==> src/rtl/mem_req_arbiter_pkg.sv <==
// Shared types for the memory request arbiter: state encodings, op codes,
// bus field types and the captured controller command.
package mem_req_arbiter_pkg;

  localparam logic OP_LD = 1'b0;
  localparam logic OP_ST = 1'b1;

  typedef logic [2:0]  LEN_TYPE;
  typedef logic [31:0] ADDR_TYPE;
  typedef logic [31:0] DATA_TYPE;

  localparam logic [1:0] IO_REGION = 2'b11;

  typedef enum logic [2:0] {
    ARB_IDLE    = 3'd0,
    ARB_BUSY_IF = 3'd1,
    ARB_BUSY_LD = 3'd2,
    ARB_BUSY_ST = 3'd3,
    ARB_DRAIN   = 3'd4,
    ARB_GAP     = 3'd5
  } arb_state_e;

  typedef enum logic [1:0] {GNT_NONE, GNT_IF, GNT_LD, GNT_ST} gnt_e;

  typedef struct packed {
    logic     op;
    logic     is_if;
    LEN_TYPE  len;
    ADDR_TYPE addr;
    DATA_TYPE data;
  } mc_cmd_t;

  // Controller returns the raw word; trim to the requested byte count.
  function automatic DATA_TYPE zext_len(input DATA_TYPE d, input LEN_TYPE len);
    case (len)
      3'd1:    return {24'd0, d[7:0]};
      3'd2:    return {16'd0, d[15:0]};
      default: return d;
    endcase
  endfunction

endpackage

==> src/rtl/mem_req_arbiter_sel.sv <==
// Combinational grant select for IDLE arbitration: store, starved fetch,
// load, fetch. A store to the IO region is skipped while the UART buffer is full.
module arb_priority_sel
  import mem_req_arbiter_pkg::*;
#(
  parameter logic [1:0] IO_ADDR_HI = IO_REGION
) (
  input  logic       if_req_i,
  input  logic       lsb_req_i,
  input  logic       lsb_op_i,
  input  logic [1:0] lsb_addr_hi_i,
  input  logic       io_buffer_full_i,
  input  logic       starved_i,
  output gnt_e       gnt_o
);

  logic io_blocked;
  assign io_blocked = (lsb_addr_hi_i == IO_ADDR_HI) && io_buffer_full_i;

  always_comb begin
    gnt_o = GNT_NONE;
    if (lsb_req_i && lsb_op_i == OP_ST && !io_blocked) gnt_o = GNT_ST;
    else if (if_req_i && starved_i)                     gnt_o = GNT_IF;
    else if (lsb_req_i && lsb_op_i == OP_LD)            gnt_o = GNT_LD;
    else if (if_req_i)                                  gnt_o = GNT_IF;
  end

endmodule

==> src/rtl/mem_req_arbiter.sv <==
// Owns the memory controller request port: arbitrates fetch vs load/store,
// holds the granted command until done, and routes completions back.
module mem_req_arbiter
  import mem_req_arbiter_pkg::*;
#(
  parameter int         STARVE_LIMIT = 8,
  parameter logic [1:0] IO_ADDR_HI   = IO_REGION
) (
  input  logic     clk_in,
  input  logic     rstn_in,
  input  logic     rdy_in,
  input  logic     clr_in,
  input  logic     io_buffer_full,
  input  logic     if_req,
  input  ADDR_TYPE if_addr,
  output logic     if_done,
  output DATA_TYPE if_inst,
  input  logic     lsb_req,
  input  logic     lsb_op,
  input  LEN_TYPE  lsb_len,
  input  ADDR_TYPE lsb_addr,
  input  DATA_TYPE lsb_data,
  output logic     lsb_ld_done,
  output logic     lsb_st_done,
  output DATA_TYPE lsb_result,
  output logic     mc_req,
  output logic     mc_op,
  output logic     mc_is_if,
  output LEN_TYPE  mc_len,
  output ADDR_TYPE mc_addr,
  output DATA_TYPE mc_data,
  input  logic     mc_if_ready,
  input  DATA_TYPE mc_if_inst,
  input  logic     mc_ld_done,
  input  logic     mc_st_done,
  input  DATA_TYPE mc_result
);

  localparam int SW = $clog2(STARVE_LIMIT + 1);

  arb_state_e    state_q, state_d;
  logic [SW-1:0] starve_q, starve_d;
  mc_cmd_t       cmd_q, cmd_d;
  logic          mc_req_q, mc_req_d;
  logic          clr_pend_q, clr_pend_d;
  logic          if_done_q, if_done_d, ld_done_q, ld_done_d, st_done_q, st_done_d;
  DATA_TYPE      if_inst_q, if_inst_d, result_q, result_d;
  gnt_e          gnt;
  logic          starved;

  assign starved = (starve_q >= SW'(STARVE_LIMIT));

  arb_priority_sel #(.IO_ADDR_HI(IO_ADDR_HI)) u_sel (
    .if_req_i        (if_req),
    .lsb_req_i       (lsb_req),
    .lsb_op_i        (lsb_op),
    .lsb_addr_hi_i   (lsb_addr[17:16]),
    .io_buffer_full_i(io_buffer_full),
    .starved_i       (starved),
    .gnt_o           (gnt)
  );

  always_comb begin
    state_d    = state_q;
    starve_d   = starve_q;
    cmd_d      = cmd_q;
    mc_req_d   = mc_req_q;
    clr_pend_d = clr_pend_q;
    if_done_d  = if_done_q;
    ld_done_d  = ld_done_q;
    st_done_d  = st_done_q;
    if_inst_d  = if_inst_q;
    result_d   = result_q;
    if (rdy_in) begin
      if_done_d = 1'b0;
      ld_done_d = 1'b0;
      st_done_d = 1'b0;
      case (state_q)
        ARB_IDLE: begin
          if (clr_in) begin
            starve_d = '0;
          end else begin
            if (!if_req || gnt == GNT_IF) starve_d = '0;
            else if (!starved)            starve_d = starve_q + 1'b1;
            case (gnt)
              GNT_IF: begin
                cmd_d.op = OP_LD; cmd_d.is_if = 1'b1; cmd_d.len = 3'd4;
                cmd_d.addr = if_addr; cmd_d.data = '0;
                mc_req_d = 1'b1; state_d = ARB_BUSY_IF;
              end
              GNT_LD, GNT_ST: begin
                cmd_d.op = (gnt == GNT_ST) ? OP_ST : OP_LD; cmd_d.is_if = 1'b0;
                cmd_d.len = lsb_len; cmd_d.addr = lsb_addr; cmd_d.data = lsb_data;
                mc_req_d = 1'b1;
                state_d  = (gnt == GNT_ST) ? ARB_BUSY_ST : ARB_BUSY_LD;
              end
              default: ;
            endcase
          end
        end
        ARB_BUSY_IF: begin
          if (clr_in) begin
            mc_req_d = 1'b0; state_d = ARB_GAP;
          end else if (mc_if_ready) begin
            mc_req_d = 1'b0; state_d = ARB_GAP;
            if_done_d = 1'b1; if_inst_d = mc_if_inst;
          end
        end
        // A flushed load still owns the controller until it finishes.
        ARB_BUSY_LD: begin
          if (mc_ld_done) begin
            mc_req_d = 1'b0; clr_pend_d = 1'b0;
            if (clr_in || clr_pend_q) begin
              state_d = ARB_DRAIN;
            end else begin
              state_d = ARB_GAP; ld_done_d = 1'b1;
              result_d = zext_len(mc_result, cmd_q.len);
            end
          end else if (clr_in) begin
            clr_pend_d = 1'b1;
          end
        end
        ARB_BUSY_ST: begin
          if (mc_st_done) begin
            mc_req_d = 1'b0; state_d = ARB_GAP; st_done_d = 1'b1;
          end
        end
        ARB_DRAIN: state_d = ARB_IDLE;
        ARB_GAP: begin
          state_d = ARB_IDLE;
          if (clr_in) starve_d = '0;
        end
        default: state_d = ARB_IDLE;
      endcase
    end
  end

  always_ff @(posedge clk_in or negedge rstn_in) begin
    if (!rstn_in) begin
      state_q    <= ARB_IDLE;
      starve_q   <= '0;
      cmd_q      <= '0;
      mc_req_q   <= 1'b0;
      clr_pend_q <= 1'b0;
      if_done_q  <= 1'b0;
      ld_done_q  <= 1'b0;
      st_done_q  <= 1'b0;
      if_inst_q  <= '0;
      result_q   <= '0;
    end else begin
      state_q    <= state_d;
      starve_q   <= starve_d;
      cmd_q      <= cmd_d;
      mc_req_q   <= mc_req_d;
      clr_pend_q <= clr_pend_d;
      if_done_q  <= if_done_d;
      ld_done_q  <= ld_done_d;
      st_done_q  <= st_done_d;
      if_inst_q  <= if_inst_d;
      result_q   <= result_d;
    end
  end

  assign mc_req      = mc_req_q;
  assign mc_op       = cmd_q.op;
  assign mc_is_if    = cmd_q.is_if;
  assign mc_len      = cmd_q.len;
  assign mc_addr     = cmd_q.addr;
  assign mc_data     = cmd_q.data;
  assign if_done     = if_done_q;
  assign if_inst     = if_inst_q;
  assign lsb_ld_done = ld_done_q;
  assign lsb_st_done = st_done_q;
  assign lsb_result  = result_q;

endmodule

==> config.mk <==
export PLATFORM = sky130hd
export DESIGN_NAME = mem_req_arbiter
export DESIGN_NICKNAME = d
export VERILOG_FILES = /design/src/rtl/mem_req_arbiter_pkg.sv /design/src/rtl/mem_req_arbiter_sel.sv /design/src/rtl/mem_req_arbiter.sv
export SDC_FILE = /design/constraint.sdc
export NUM_CORES = 1
export LEC_CHECK = 0
export ABC_AREA = 1
export BUFFER_PORTS_ARGS = -buffer_cell sky130_fd_sc_hd__buf_2
export CAP_MARGIN = 15
export CORE_UTILIZATION = 46
export DETAILED_ROUTE_END_ITERATION = 8
export PLACE_DENSITY = 0.79
export SLEW_MARGIN = 20
export SYNTH_ARGS = -nofsm -noshare
export SYNTH_HDL_FRONTEND = slang
export SYNTH_SLANG_ARGS = --single-unit
==> constraint.sdc <==
create_clock -name clk_in -period 1.71 [get_ports clk_in]
set_input_delay 0.342 -clock clk_in [delete_from_list [all_inputs] [get_ports clk_in]]
set_output_delay 0.342 -clock clk_in [all_outputs]
set_load 0.05 [all_outputs]
Word level (Yosys, flattened, before mapping)
Cells that the tools add are included.

Add/sub/neg operators: 1. Order comparisons: 1. Eq/ne operators: 18. Muxes and demuxes: 38. Bitwise operators: 3. Reductions and logical operators: 23.

Operators by type and width (number): $pmux 69 s2 (1); $pmux 32 s2 (1); $mux 1 (20); $mux 4 (4); $reduce_and 4->1 (4); $mux 3 (5); $pmux 3 s4 (1); $ne 2x2->1 const B (5); $eq 3x2->1 const B (3); $pmux 4 s2 (1); $reduce_and 7->1 (1); $eq 2x2->1 const B (3); $eq 3x1->1 const B (2); $mux 2 (3); $pmux 3 s2 (1); $reduce_and 6->1 (1); $reduce_bool 2->1 (3); $logic_and 1x1->1 (5); $add 4x1->4 const B (1); $ge 4x4->1 const B (1); $ne 4x4->1 const B (1); $pmux 1 s4 (1); $reduce_bool 4->1 (1); $eq 3x3->1 const B (1); other kinds (10) (14).

Register bits: 145. Input bits: 174. Output and inout port bits: 137. Word-level logic and storage cells: 98.

Depth between registers and ports, before layout
Depth in word-level cells: 10. Depth in mapped cells: 9. Mapped depth without buffers: 9.

Hierarchy
Synthesis repeated with hierarchy kept, for this count alone.

Cell total of the unflattened synthesis: 735. Area total of the unflattened synthesis: 6269.8 um^2.

Modules (own cells, without submodules): mem_req_arbiter (instances 1, cells each 724, area each 6209.7 um^2, sequential area each 3628.5 um^2); arb_priority_sel (instances 1, cells each 11, area each 60.1 um^2, sequential area each 0.0 um^2).

Worst setup path after synthesis
Ideal clock, no wire load.

Path kind: reg-to-reg. Start point: reg cmd_q (netlist bit mc_len[2]). End point: reg result_q[21] (netlist: lsb_result[21]). Setup time: 0.066 ns. Arrival time: 1.512 ns. Data required time: 1.644 ns. Slack: 0.132 ns. Cell stages (with the launch flop): 6. Buffers on the path: 1. Clock period less this slack: 1.578 ns. Cells stage by stage: dfrtp_1 -> nor3_1 -> nor2_1 -> clkbuf_1 -> nand3_1 -> nand2_1.

Word-level cells in the longest chain between the ends: 2. Elaborated cells between the ends (all ways): 3. Those cells by class: eq/ne (2); mux (1).

Ends and longest elaborated chain: from (decl) (line mem_req_arbiter.sv:43) `mc_cmd_t cmd_q, cmd_d;`; from (signal assigned) (line mem_req_arbiter.sv:153) `cmd_q <= cmd_d;`; $eq 3x2->1 / $eq 3x1->1 (equally long branches) (line mem_req_arbiter_pkg.sv:35) `case (len)`; $pmux 32 s2 * (line mem_req_arbiter_pkg.sv:35); to (signal assigned) (line mem_req_arbiter.sv:160) `result_q <= result_d;`; to (decl) (line mem_req_arbiter.sv:47) `DATA_TYPE if_inst_q, if_inst_d, result_q, result_d;`.

Every way passes the cells marked *; elsewhere a longest branch is shown, timed or not. A chain may end at the register's enable or synchronous reset.

Worst setup path in the final report
Start point: reg state_q[2]. End point: reg result_q[18] (netlist: lsb_result[18]).

Word-level cells in the longest chain between the ends: 2.

Ends and longest elaborated chain: from (decl) (line mem_req_arbiter.sv:41) `arb_state_e state_q, state_d;`; from (signal assigned) (line mem_req_arbiter.sv:151) `state_q <= state_d;`; $eq 3x2->1 (line mem_req_arbiter.sv:78) `case (state_q)`; $reduce_and 4->1 (no source line).

No other way between the ends.

==> impl_results.md <==
* Status: finished, final reports clean
* Via count at 5567
* Share of layout cells above drive strength 1 at 45.4%
* Worst-margin pin slew at 0.636 ns
* CTS H-tree depth at 4
* Pre-CTS setup slack at 0.0551 ns
* Register area share after synthesis at 57.0%
* Die height at 120 um
* Root buf cell: clkbuf_16
* Crit path launch type: flip-flop
* GRT Overall Usage at 23.7%
* TritonRoute pass-1 iters at 4
* Row count at 42
* Number of flops mapped to enable cells by yosys at 0
* Syn nets at 824
* CTS Buffer Depth at 2
* Fin nets at 1138
* Min Tclk post-route at 1.54 ns
* Final hold vios at 0
* CTS clock-pin slew for the worst setup and hold paths at 0.06 ns
* CTS Sinks at 145
* DR iter-0 viols at 304
* Die W at 120 um
* Top-count cell post-synth: nand2_1
* Unrepaired setup endpoints after global routing: no
* Fmax at 0.649 GHz
* Hold WS at 0.126 ns
* Sequential power share at 30.3%
* Pwr Density at 2150 nW/um2
* Syn Area/Cell at 9.82 um2
* IO Port Bufs at 310
* Post-CTS Setup Bufs at 0
* Final Worst Setup Slack at 0.169 ns
* Int Pwr at 9.57 mW
* RD Place Congestion at 0.856
* WL/cell at 14.2 um
* Post-route cell area at 8790 um2
* Top cell type's share of synthesized area at 57.0%
* DRC Markers at 0
* Commonest cells post-synth: nand2_1 (200), dfrtp_1 (145), o21ai_0 (101)
* Worst-skew pair later-pin latency at 0.42 ns
* Top cells by area, synth: dfrtp_1 (57%), nand2_1 (12%), o21ai_0 (7.9%)
* Vias in the first global route at 5331
* Setup-failing EPs final at 0
* Area after DPL at 8140 um2
* Core Area at 13300 um2
* Initial antenna violation count at 2
* Worst Skew at 0.00772 ns
* Worst min-delay path category: in2reg
* Worst EP required at 2.01 ns
* Vias per cell at 4.84
* Grt ovf at 0
* Leakage at 4.91 nW
* Syn Inst Count at 648
* Most used DFF post-synth: dfrtp_1
* CTS tree: built
* First-pass GRT wire length at 26300 um
* NetSw at 9.31 mW
* WS Path Type: reg2reg
* Peak supply drop at 1.23 mV
* Max-slew violations at 0
* Largest net degree at the start of global routing at 49
* DRT antenna net count at 0
* Post-Route WL at 16400 um
* CP max FO at 33
* Rel. slew slack at 57.5%
* Comb pwr share at 49.3%
* Max cap viols at 0
* Synth warn at 0
* Sw Share at 49.3%
* Leading area contributor after synthesis: dfrtp_1
* Synth cell types at 32
* Post-synth ARST share at 100%
* Die area at 14300 um2
* Area of the mapped netlist at 6360 um2
* Post-DP HPWL at 12000 um
* Setup TNS Final at 0 ns
* Initial core utilization at 47.7%
* P&R area growth vs syn at 38.2%
* Arrival time worst endpoint at 1.84 ns
* I/O pin cnt at 311
* Seq cells post-synth at 145
* CP endpoint kind: flip-flop
* CTS Buf Count at 17
* Period utilization at 90.1%
* Clock power frac at 20.3%
==> flip-flops by register name, indices dropped and copies added, names as in the netlist <==
| register | count |
|---|---|
| starve_q | 4 |
| mc_len | 3 |
| mc_is_if | 1 |
| if_inst | 32 |
| mc_req | 1 |
| lsb_st_done | 1 |
| mc_addr | 32 |
| state_q | 3 |
| if_done | 1 |
| mc_data | 32 |
| clr_pend_q | 1 |
| lsb_ld_done | 1 |
| lsb_result | 32 |
| mc_op | 1 |
==> power by group through the flow <==
stage	logic (mW)	registers, mW	clock network (mW)
after floorplan	1.98	10.7	0
after global placement	9.26	5.71	0
after detailed placement	9.36	5.74	0
after CTS	9.38	5.72	3.91
after global routing	9.87	5.92	4.09
final	9.32	5.73	3.84
==> layout by cell type, fill, tap and decap left out, drive strengths merged, types with 2 or more instances in the layout <==
cell type  synthesis  routed
nand2            202     202
or2               33      33
mux2              32      32
inv               25      30
nand3             40      40
nand4              4       4
ha                 2       2
clkinvlp           0       3
o21ai            106     106
clkinv             0       2
nor2              13      13
nor3               6       6
buf               20     328
clkbuf            14      18
bufinv             0       3
dfrtp            145     145
==> stage by stage <==
stage / cells / power, mW / utilization [%]
after CTS: 1150 / 19.0 / 65.7
final: 1151 / 18.9 / 65.9
after floorplan: 648 / 12.7 / -
after detailed placement: 1118 / 15.1 / 61.0
after global placement: 1118 / 15.0 / 61.0
after global routing: 1151 / 19.9 / 65.9
==> final cells by class <==
class,instances,area (um2)
multi-input combinational,444,2410
antenna,1,2.50
sequential,145,3630
clock inverter,13,176
fill,1132,4560
clock buffer,18,439
inverter,25,96.3
timing repair buffer,329,1820
tap,176,220
==> per-layer routing <==
layer,vias to the layer above,wire length (um),global-route usage (%)
met3,27,1220,6.75
met1,2562,6750,29.2
li1,2753,-,-
met2,225,8050,39.1
met4,0,333,9.84
met5,-,0,0
==> kinds of logic after synthesis <==
logic type	after synthesis	synth area share, %
xor gates and xnor gates	1	0.138
muxes	32	7.37
adders and majority gates	2	0.393
DFF	145	57.0
AOI/OAI and AO/OA	110	8.79
and+or+nand+nor	299	20.8
buffers and inverters	59	5.49
==> final timing paths <==
path,cells after the start,start,end,slack [ns]
max,6,state_q[2],lsb_result[18],0.17
min,3,mc_result[5],lsb_result[5],0.13
max reg2reg,6,state_q[2],lsb_result[18],0.17
min reg2reg,2,lsb_result[3],lsb_result[3],0.47
max in group asynchronous,3,rstn_in,mc_data[19],0.67
min in group asynchronous,2,rstn_in,if_inst[2],0.44
==> worst max-delay path, stage by stage (launching register included) <==
cell and delay (ns):
dfrtp_1 0.47, nor3_2 0.23, nand2_2 0.11, nor3_4 0.22, inv_4 0.19, nand2_1 0.13, nand2_1 0.06
==> what timing repair did <==
| item | CTS | global route |
|---|---|---|
| endpoints found under the hold margin | 44 | 0 |
| hold buffers | 1 | 0 |
| resized for setup | 0 | 5 |
| endpoints found under the setup margin | 0 | 28 |
Note: power is estimated with default switching activity, not from simulation.
